## config.mk

```make
export PLATFORM = sky130hd
export DESIGN_NAME = uart_stream_ctrl_flat
export DESIGN_NICKNAME = d
export VERILOG_FILES = /design/src/rtl/uart_stream_ctrl_pkg.sv /design/src/rtl/uart_stream_ctrl_if.sv /design/src/rtl/uart_stream_ctrl.sv /design/src/flat_wrapper.sv
export SDC_FILE = /design/constraint.sdc
export NUM_CORES = 1
export LEC_CHECK = 0
export CORE_ASPECT_RATIO = 1.2
export CORE_UTILIZATION = 30
export DETAILED_ROUTE_END_ITERATION = 6
export GPL_TIMING_DRIVEN = 1
export PLACE_DENSITY = 0.7
export SKIP_LAST_GASP = 1
export SYNTH_ARGS = -nofsm -noshare
export SYNTH_HDL_FRONTEND = slang
export SYNTH_SLANG_ARGS = --single-unit
```

## constraint.sdc

```tcl
create_clock -name g_clk -period 2.2 [get_ports g_clk]
set_clock_uncertainty 0.05 [all_clocks]
set_input_delay 0.33 -clock g_clk [delete_from_list [all_inputs] [get_ports g_clk]]
set_output_delay 0.33 -clock g_clk [all_outputs]
set_load 0.05 [all_outputs]
```

## src/rtl/uart_stream_ctrl_pkg.sv

```systemverilog
// uart_pkg: UART register map, STAT bit positions and controller states.
// Shared by the memory interface, the stream controller and its bench.
package uart_pkg;

  localparam logic [3:0] REG_RX   = 4'h0;
  localparam logic [3:0] REG_TX   = 4'h4;
  localparam logic [3:0] REG_STAT = 4'h8;
  localparam logic [3:0] REG_CTRL = 4'hC;

  localparam int STAT_RX_VALID = 0;
  localparam int STAT_RX_FULL  = 1;
  localparam int STAT_TX_FULL  = 3;

  typedef enum logic [2:0] {
    S_IDLE,
    S_POLL_REQ,
    S_POLL_RSP,
    S_TX_REQ,
    S_TX_RSP,
    S_RX_REQ,
    S_RX_RSP,
    S_GAP
  } state_t;

  function automatic logic [31:0] reg_addr(
    input logic [31:0] base,
    input logic [3:0]  off
  );
    return base + {28'b0, off};
  endfunction

endpackage

```

## src/rtl/uart_stream_ctrl_if.sv

```systemverilog
// scarv_ccx_memif: single-outstanding request/grant memory port.
// REQ side drives req/wen/strb/addr/wdata; rdata/error arrive next cycle.
interface scarv_ccx_memif;

  logic        req;
  logic        gnt;
  logic        wen;
  logic [3:0]  strb;
  logic [31:0] addr;
  logic [31:0] wdata;
  logic [31:0] rdata;
  logic        error;

  modport REQ (
    output req, wen, strb, addr, wdata,
    input  gnt, rdata, error
  );

  modport RSP (
    input  req, wen, strb, addr, wdata,
    output gnt, rdata, error
  );

endinterface

```

## src/rtl/uart_stream_ctrl.sv

```systemverilog
// uart_stream_ctrl: polls UART STAT and moves bytes between streams and
// the UART data registers over one memif, round-robin between RX and TX.
//
// Ports:
//   g_clk, g_resetn        clock, async active-low reset
//   g_clk_req              clock request (busy / enabled / byte held)
//   enable                 run the polling loop
//   tx_valid/data/ready    inbound byte stream (ready = write granted)
//   rx_valid/data/ready    outbound byte stream (one-byte holding reg)
//   err, err_clr           sticky bus error and its clear
//   tx_count, rx_count     wrapping transfer counters
//   memif                  request side of the UART register port
import uart_pkg::*;

module uart_stream_ctrl #(
  parameter logic [31:0] UART_BASE = 32'h4000_1000,
  parameter int unsigned POLL_GAP  = 4
) (
  input  logic         g_clk,
  input  logic         g_resetn,
  output logic         g_clk_req,
  input  logic         enable,
  input  logic         tx_valid,
  input  logic [7:0]   tx_data,
  output logic         tx_ready,
  output logic         rx_valid,
  output logic [7:0]   rx_data,
  input  logic         rx_ready,
  output logic         err,
  input  logic         err_clr,
  output logic [15:0]  tx_count,
  output logic [15:0]  rx_count,
  scarv_ccx_memif.REQ  memif
);

  localparam int GW =
    (POLL_GAP > 0) ? $clog2(POLL_GAP + 1) : 1;
  localparam logic [GW-1:0] GAP_LAST =
    GW'((POLL_GAP > 0) ? POLL_GAP - 1 : 0);
  localparam state_t AFTER_IDLE_POLL =
    (POLL_GAP == 0) ? S_POLL_REQ : S_GAP;

  state_t        state;
  state_t        state_nx;
  logic [GW-1:0] gap_q;
  logic          last_rx;

  logic stat_rx;
  logic stat_txf;
  logic rx_elig;
  logic tx_elig;
  logic take_rx;
  logic take_tx;
  logic in_rsp;
  logic rsp_err;
  logic gap_done;
  logic unused_rdata;

  assign stat_rx  = memif.rdata[STAT_RX_VALID];
  assign stat_txf = memif.rdata[STAT_TX_FULL];
  assign rx_elig  = stat_rx && !rx_valid;
  assign tx_elig  = !stat_txf && tx_valid;

  // When both sides want the bus, the one served last time yields.
  assign take_rx = rx_elig && (!tx_elig || !last_rx);
  assign take_tx = tx_elig && !take_rx;

  assign in_rsp = (state == S_POLL_RSP) ||
                  (state == S_TX_RSP)   ||
                  (state == S_RX_RSP);
  assign rsp_err  = in_rsp && memif.error;
  assign gap_done = (gap_q == GAP_LAST);

  assign g_clk_req = enable || (state != S_IDLE) || rx_valid;

  assign unused_rdata = ^memif.rdata[31:8];

  always_ff @(posedge g_clk or negedge g_resetn) begin
    if (!g_resetn) begin
      state <= S_IDLE;
    end else begin
      state <= state_nx;
    end
  end

  // Request outputs are decoded from state alone, so they stay put
  // for as long as a request waits on gnt and vanish with reset.
  always_comb begin
    state_nx    = state;
    memif.req   = 1'b0;
    memif.wen   = 1'b0;
    memif.strb  = 4'b0000;
    memif.addr  = 32'b0;
    memif.wdata = 32'b0;
    tx_ready    = 1'b0;
    unique case (state)
      S_IDLE: begin
        if (enable) state_nx = S_POLL_REQ;
      end
      S_POLL_REQ: begin
        memif.req  = 1'b1;
        memif.addr = reg_addr(UART_BASE, REG_STAT);
        if (memif.gnt) state_nx = S_POLL_RSP;
      end
      S_POLL_RSP: begin
        if (!enable)           state_nx = S_IDLE;
        else if (memif.error)  state_nx = AFTER_IDLE_POLL;
        else if (take_rx)      state_nx = S_RX_REQ;
        else if (take_tx)      state_nx = S_TX_REQ;
        else                   state_nx = AFTER_IDLE_POLL;
      end
      S_TX_REQ: begin
        memif.req   = 1'b1;
        memif.wen   = 1'b1;
        memif.strb  = 4'b0001;
        memif.addr  = reg_addr(UART_BASE, REG_TX);
        memif.wdata = {24'b0, tx_data};
        tx_ready    = memif.gnt;
        if (memif.gnt) state_nx = S_TX_RSP;
      end
      S_RX_REQ: begin
        memif.req  = 1'b1;
        memif.addr = reg_addr(UART_BASE, REG_RX);
        if (memif.gnt) state_nx = S_RX_RSP;
      end
      S_TX_RSP,
      S_RX_RSP: begin
        if (!enable)          state_nx = S_IDLE;
        else if (memif.error) state_nx = AFTER_IDLE_POLL;
        else                  state_nx = S_POLL_REQ;
      end
      S_GAP: begin
        if (!enable)       state_nx = S_IDLE;
        else if (gap_done) state_nx = S_POLL_REQ;
      end
      default: state_nx = S_IDLE;
    endcase
  end

  always_ff @(posedge g_clk or negedge g_resetn) begin
    if (!g_resetn) begin
      gap_q <= '0;
    end else if (state == S_GAP && !gap_done) begin
      gap_q <= gap_q + GW'(1);
    end else begin
      gap_q <= '0;
    end
  end

  always_ff @(posedge g_clk or negedge g_resetn) begin
    if (!g_resetn) begin
      last_rx <= 1'b0;
    end else if (state == S_POLL_RSP && enable &&
                 !memif.error) begin
      if (take_rx)      last_rx <= 1'b1;
      else if (take_tx) last_rx <= 1'b0;
    end
  end

  // A capture in RX_RSP only happens when the holding register was
  // empty at the preceding poll, so it never overwrites a held byte.
  always_ff @(posedge g_clk or negedge g_resetn) begin
    if (!g_resetn) begin
      rx_valid <= 1'b0;
      rx_data  <= 8'h00;
      rx_count <= 16'h0000;
    end else begin
      if (rx_valid && rx_ready) rx_valid <= 1'b0;
      if (state == S_RX_RSP && !memif.error) begin
        rx_valid <= 1'b1;
        rx_data  <= memif.rdata[7:0];
        rx_count <= rx_count + 16'd1;
      end
    end
  end

  always_ff @(posedge g_clk or negedge g_resetn) begin
    if (!g_resetn) begin
      tx_count <= 16'h0000;
    end else if (state == S_TX_RSP && !memif.error) begin
      tx_count <= tx_count + 16'd1;
    end
  end

  always_ff @(posedge g_clk or negedge g_resetn) begin
    if (!g_resetn) begin
      err <= 1'b0;
    end else if (rsp_err) begin
      err <= 1'b1;
    end else if (err_clr) begin
      err <= 1'b0;
    end
  end

endmodule

```

## src/flat_wrapper.sv

```systemverilog
// flat-port wrapper written by rule: the top's interface ports become plain ports
module uart_stream_ctrl_flat 
#(
  parameter logic [31:0] UART_BASE = 32'h4000_1000,
  parameter int unsigned POLL_GAP  = 4
)
  (g_clk, g_resetn, g_clk_req, enable, tx_valid, tx_data, tx_ready, rx_valid, rx_data, rx_ready, err, err_clr, tx_count, rx_count, memif_req, memif_wen, memif_strb, memif_addr, memif_wdata, memif_gnt, memif_rdata, memif_error);
  scarv_ccx_memif memif_i ();
  input  logic g_clk;
  input  logic g_resetn;
  output logic g_clk_req;
  input  logic enable;
  input  logic tx_valid;
  input  logic [7:0] tx_data;
  output logic tx_ready;
  output logic rx_valid;
  output logic [7:0] rx_data;
  input  logic rx_ready;
  output logic err;
  input  logic err_clr;
  output logic [15:0] tx_count;
  output logic [15:0] rx_count;
  output wire logic [$bits(memif_i.req)-1:0] memif_req;
  output wire logic [$bits(memif_i.wen)-1:0] memif_wen;
  output wire logic [$bits(memif_i.strb)-1:0] memif_strb;
  output wire logic [$bits(memif_i.addr)-1:0] memif_addr;
  output wire logic [$bits(memif_i.wdata)-1:0] memif_wdata;
  input wire logic [$bits(memif_i.gnt)-1:0] memif_gnt;
  input wire logic [$bits(memif_i.rdata)-1:0] memif_rdata;
  input wire logic [$bits(memif_i.error)-1:0] memif_error;
  assign memif_req = memif_i.req;
  assign memif_wen = memif_i.wen;
  assign memif_strb = memif_i.strb;
  assign memif_addr = memif_i.addr;
  assign memif_wdata = memif_i.wdata;
  assign memif_i.gnt = memif_gnt;
  assign memif_i.rdata = memif_rdata;
  assign memif_i.error = memif_error;
  uart_stream_ctrl #(.UART_BASE(UART_BASE), .POLL_GAP(POLL_GAP)) u_core (.g_clk(g_clk), .g_resetn(g_resetn), .g_clk_req(g_clk_req), .enable(enable), .tx_valid(tx_valid), .tx_data(tx_data), .tx_ready(tx_ready), .rx_valid(rx_valid), .rx_data(rx_data), .rx_ready(rx_ready), .err(err), .err_clr(err_clr), .tx_count(tx_count), .rx_count(rx_count), .memif(memif_i));
endmodule
```

# After elaboration in Yosys (flattened, before gate mapping)
# Index checks and enable logic that the tools add are counted.
[op_classes] n_addsub=3 n_eq_ne=13 n_mux=26 reduce_logical=32
[ops] operator="case mux 31 bit (3 select lines)" n=1
[ops] operator="two-way mux 3 bit" n=13
[ops] operator="adder 16 x 1 -> 16 bit, second input constant" n=2
[ops] operator="case mux 3 bit (7 select lines)" n=1
[ops] operator="equality test 3 bit, second input constant" n=4
[ops] operator="logical AND 1 bit" n=11
[ops] operator="two-way mux 1 bit" n=10
[ops] operator="equality test 3 x 2 -> 1 bit, second input constant" n=3
[ops] operator="two-way mux 8 bit" n=1
[ops] operator="inequality test 2 bit, second input constant" n=4
[ops] operator="logical NOT 1 bit" n=7
[ops] operator="nonzero test 2 bit" n=3
[ops] operator="logical OR 1 bit" n=5
[ops] operator="AND reduction 5 bit" n=1
[ops] operator="adder 3 x 1 -> 3 bit, second input constant" n=1
[ops] operator="equality test 3 x 1 -> 1 bit, second input constant" n=1
[ops] operator="logical NOT 3 bit" n=1
[ops] operator="inequality test 3 x 2 -> 1 bit, second input constant" n=1
[ops] operator="nonzero test 3 bit" n=1
[ops] operator="OR reduction 3 bit" n=1
[ops] operator="AND reduction 2 bit" n=1
[ops] operator="OR reduction 2 bit" n=1
[word_totals] regBits=49 input_bits=48 out_inout_bits=114 word_cells=82

# Logic depth before layout (Yosys ltp)
[logic_depth] word_depth=12 ltp_mapped=6 mapped_depth_nobuf=5

# Worst setup path before layout
# OpenSTA, ideal clock, no wires.
[synth_path] path_kind="flip-flop to output port" from="register u_core.state[2]" to="output memif_addr[12]" arrival_ns=2.391 required_ns=1.820 slack_ns=-0.571 path_stages_with_launch=4 path_buffers=2 path_cell_list="dfrtp_1 -> clkbuf_1 -> a21boi_0 -> buf_4"
[synth_via] elab_chain_len=2 word_cells_on_any_way=4 classes_between="eq/ne: 3; mux: 1"
[synth_lines] item="from (decl)" line="uart_stream_ctrl.sv:43" rtl="state_t state;"
[synth_lines] item="from (signal assigned)" line="uart_stream_ctrl.sv:82" rtl="state <= state_nx;"
[synth_lines] item="equality test 3 bit, or another cell as far along" line="uart_stream_ctrl.sv:96" rtl="unique case (state)"
[synth_lines] item="case mux 31 bit (3 select lines) *" line="uart_stream_ctrl.sv:96"
[synth_lines] item="to (decl)" line="flat_wrapper.sv:26" rtl="output wire logic [$bits(memif_i.addr)-1:0] memif_addr;"
# Mark *: on every way between the ends. The rest lies on a longest branch, timed or not.

# Worst setup path after layout
[layout_path] from="register u_core.state[0]" to="output memif_wdata[3]"
[layout_via] elab_chain_len=2
[layout_lines] item="equality test 3 x 2 -> 1 bit" line="uart_stream_ctrl.sv:96"
[layout_lines] item="two-way mux 8 bit" line="uart_stream_ctrl.sv:96"
[layout_lines] item="to (decl)" line="flat_wrapper.sv:27" rtl="output wire logic [$bits(memif_i.wdata)-1:0] memif_wdata;"
# Every way passes these cells.

==> results.txt <==
Setup repair after global routing left no endpoint under its margin. In the routed design, unresolved DRC markers number 0. The post-route setup TNS came out at 0 ns.

The number of enable-type register cells in the synthesized netlist is 0. The clock period minus final worst setup slack came out at 2.033 ns. The flow ran to the end, and the final reports show no timing, DRC or antenna violations. The number of top-level pins came out at 162. The post-CTS setup repair buffer count came out at 0.

In this run the worst setup path begins at u_core.state[0]$_DFFE_PN0P_. The min-delay analysis places its worst path in the category reg2reg. The worst path buffer plus inverter count is 2. The antenna diode count is 0. The final weighted congestion of routability-driven global placement came out at 0.7470. From synthesis to final layout, the design area changed by 37.16%. The utilization after layout is 42.46%. The areal power density over the cells is 1098 nW/um^2.

The global-route congestion overflow total came out at 0. The number of antenna violations at the first check in global routing came out at 0. Across the VDD grid, the largest voltage drop is 0.9605 mV.

The routed length per placed instance came out at 10.98 um. The total count of max-transition violations in the final report is 0. The final hold violation count came to 0. The gate count after technology mapping came out at 295. STA classifies the critical path endpoint as an output port. The worst register-to-register path begins at u_core.state[0]$_DFFE_PN0P_. The placement-stage cell area is 3756 sq um. The hold path startpoint is u_core.gap_q[0]$_DFF_PN0_. The width of the die came out at 90.37 um. The post-synthesis async set-or-reset flop share came out at 100.0%. Once the clock tree was built, the resizer swapped 0 gates to a different size. In the global route stage, overall resource usage came out at 11.42%. The via count of the first global-routing pass came to 1947.

The final net count came out at 436. Row generation in the floorplan step produced 38 rows. The most used flip-flop cell after synthesis is sky130_fd_sc_hd__dfrtp_1. The kind of critical path is reg2out. The DRC violation total after the first TritonRoute iteration is 51.

The proportion of netlist area held by the largest area contributor is 43.61%. The library cell used most frequently in the layout, excluding fill and tap cells, is sky130_fd_sc_hd__clkdlybuf4s50_1. The actual transition at the worst max-transition pin is 0.5283 ns.

The clock-pin slew on the worst setup and hold paths came out at 0.09 ns. The maximum buffer depth of the clock tree is 2. The wire length of the first global-routing pass came out at 8990 um. By area the synthesized netlist is led by sky130_fd_sc_hd__dfrtp_1 (44%), sky130_fd_sc_hd__buf_4 (15%), sky130_fd_sc_hd__xnor2_1 (6.5%). The delay of the slowest cell on the worst path is 0.38 ns. The pre-antenna-repair detailed-routing pass consisted of 4 iterations. The via-per-instance ratio is 4.236.

The share of the Yosys chip area taken by registers is 43.61%. The flip-flop and latch count after synthesis came out at 49. The startpoint class of the critical path is a register. The core box area came out at 9081 sq um. The number of warnings reported in the yosys synthesis log came out at 0.

Derived from the worst setup path, the maximum achievable clock frequency is 491.9 MHz. The routed wire length is 5543 um. For the worst setup path, the data required time is 1.82 ns. The tool flagged a number of max-cap violations equal to 0.

Traced cell by cell, the critical path runs through buf_4 > nand2_1 > nor2_4 > and2_1 > buf_12. Cells with a size suffix above 1 make up 12.21% of the layout. The count of nets left with antenna violations after detail routing came out at 0. The number of clock sinks is 49.

The final cycle utilization of the critical path came out at 92.40%. The kind of cell with the highest combined delay along the critical path is simple AND/OR/NAND/NOR gates. The leakage component of the power is 1.789 nW. The clock latency of the later-clocked register in the worst-skew pair came out at 0.29 ns. The pin count of the biggest net entering global routing came out at 24. The synthesized design spends more area on one cell type than any other, namely sky130_fd_sc_hd__dfrtp_1. The root cell of the clock tree is sky130_fd_sc_hd__clkbuf_8.

The post-synthesis average cell area came out at 9.530 sq um. TritonCTS built the clock tree. Of all nets on the critical path, the largest fanout is 17. The final number of setup-violating endpoints is 0.

The relative slew slack is 64.30%. The area of all placed cells without fillers came out at 3856 sq um. On the critical path, the stage with the largest delay is an instance of sky130_fd_sc_hd__dfrtp_1. The count of distinct cell types in the synthesized netlist is 41. The cell area that synthesis handed to floorplanning was 2811 sq um. The overall die area is 9764 sq um.

The quantity of I/O buffers inserted on ports came out at 82. The post-DP HPWL came out at 4417 um. The number of levels in the clock H-tree is 2. The effective utilization at floorplan is 30.96%.

In this run, CTS created clock tree buffers numbering 5. The height of the chip came out at 108.0 um. The hold buffer count at CTS came out at 1. The top cell types in the final layout, fill and taps aside, are sky130_fd_sc_hd__clkdlybuf4s50_1 (64), sky130_fd_sc_hd__conb_1 (55), sky130_fd_sc_hd__dfrtp_1 (49). The routed via count is 2139. The signal arrival time at the worst endpoint is 1.65 ns.
## synthesized netlist by cell type (2+ instances only)
| library cell | n |
|---|---|
| sky130_fd_sc_hd__and3_1 | 3 |
| sky130_fd_sc_hd__nand3_1 | 7 |
| sky130_fd_sc_hd__or3_1 | 4 |
| sky130_fd_sc_hd__ha_1 | 4 |
| sky130_fd_sc_hd__xor2_1 | 9 |
| sky130_fd_sc_hd__inv_1 | 7 |
| sky130_fd_sc_hd__buf_4 | 58 |
| sky130_fd_sc_hd__nor2_1 | 20 |
| sky130_fd_sc_hd__o21ai_0 | 4 |
| sky130_fd_sc_hd__clkbuf_1 | 5 |
| sky130_fd_sc_hd__a2bb2oi_1 | 2 |
| sky130_fd_sc_hd__and2_1 | 10 |
| sky130_fd_sc_hd__xnor2_1 | 21 |
| sky130_fd_sc_hd__nor3_1 | 2 |
| sky130_fd_sc_hd__a21boi_0 | 2 |
| sky130_fd_sc_hd__and4_1 | 3 |
| sky130_fd_sc_hd__buf_6 | 2 |
| sky130_fd_sc_hd__a21oi_1 | 4 |
| sky130_fd_sc_hd__a31oi_1 | 3 |
| sky130_fd_sc_hd__nand4_1 | 10 |
| sky130_fd_sc_hd__nand2_1 | 45 |
| sky130_fd_sc_hd__dfrtp_1 | 49 |
| sky130_fd_sc_hd__nor3_2 | 3 |
## kinds of logic (layout without fill, tap and decap cells)
logic type / Yosys count / count (layout) / synth area share (%)
adder cells (fa/ha/maj): 4 / 4 / 1.780
other: 1 / 55 / 0.1334
AND/OR/NAND/NOR: 118 / 118 / 22.52
flip-flops: 49 / 49 / 43.61
buffers and inverters: 74 / 110 / 18.20
XOR/XNOR: 30 / 30 / 9.346
AO/OA/AOI/OAI: 19 / 19 / 4.406
## power breakdown
group | total [mW] | internal, mW | switching, mW
clock network | 0.535 | 0.226 | 0.309
registers | 1.21 | 1.07 | 0.138
logic | 2.49 | 0.896 | 1.59
total | 4.23 | 2.19 | 2.04
## worst paths after layout
check                                                  end  slack (ns)  cells past startpoint
setup / recovery                            memif_wdata[3]        0.17                      5
hold / removal                   u_core.gap_q[0]$_DFF_PN0_        0.39                      1
setup reg to reg           u_core.tx_count[12]$_DFFE_PN0P_        0.40                      5
hold reg to reg                  u_core.gap_q[0]$_DFF_PN0_        0.39                      1
max in group asynchronous    u_core.rx_data[3]$_DFFE_PN0P_        1.03                      3
min in group asynchronous  u_core.rx_count[13]$_DFFE_PN0P_        0.47                      2
## registers in the layout, summed over array words and instances (netlist names)
register	flops
u_core.err	1
u_core.gap_q	3
u_core.last_rx	1
u_core.rx_count	16
u_core.rx_data	8
u_core.rx_valid	1
u_core.state	3
u_core.tx_count	16
## cell type report
class                      instances  area [sq um]
tap                              120         150.1
inverter                           8         30.03
fill                             876          5225
clock inverter                     3         21.27
timing repair buffer              94          1066
sequential                        49          1226
multi-input combinational        226          1294
clock buffer                       5         68.82
## layer usage
layer	vias up	share of wire (%)	routed length (um)	track usage [%]
met5	-	0	0	0
met4	0	0.76	42	3.456
met3	4	6.5	363	3.305
met2	103	50	2763	19.30
met1	997	43	2373	14.15
li1	1035	-	-	-
## through the flow
step	std cells	total power [mW]	setup slack, ns	hold WS (ns)
floorplan	349	2.901	0.1827	-0.01559
CTS	505	4.289	0.1299	0.3947
global route	505	4.474	0.01647	0.4159
finish	505	4.234	0.1672	0.3856
global placement	496	3.704	0.004180	0.2744
detailed placement	496	3.733	0.005859	0.2769
No activity file was read; power rests on OpenSTA's default activity.
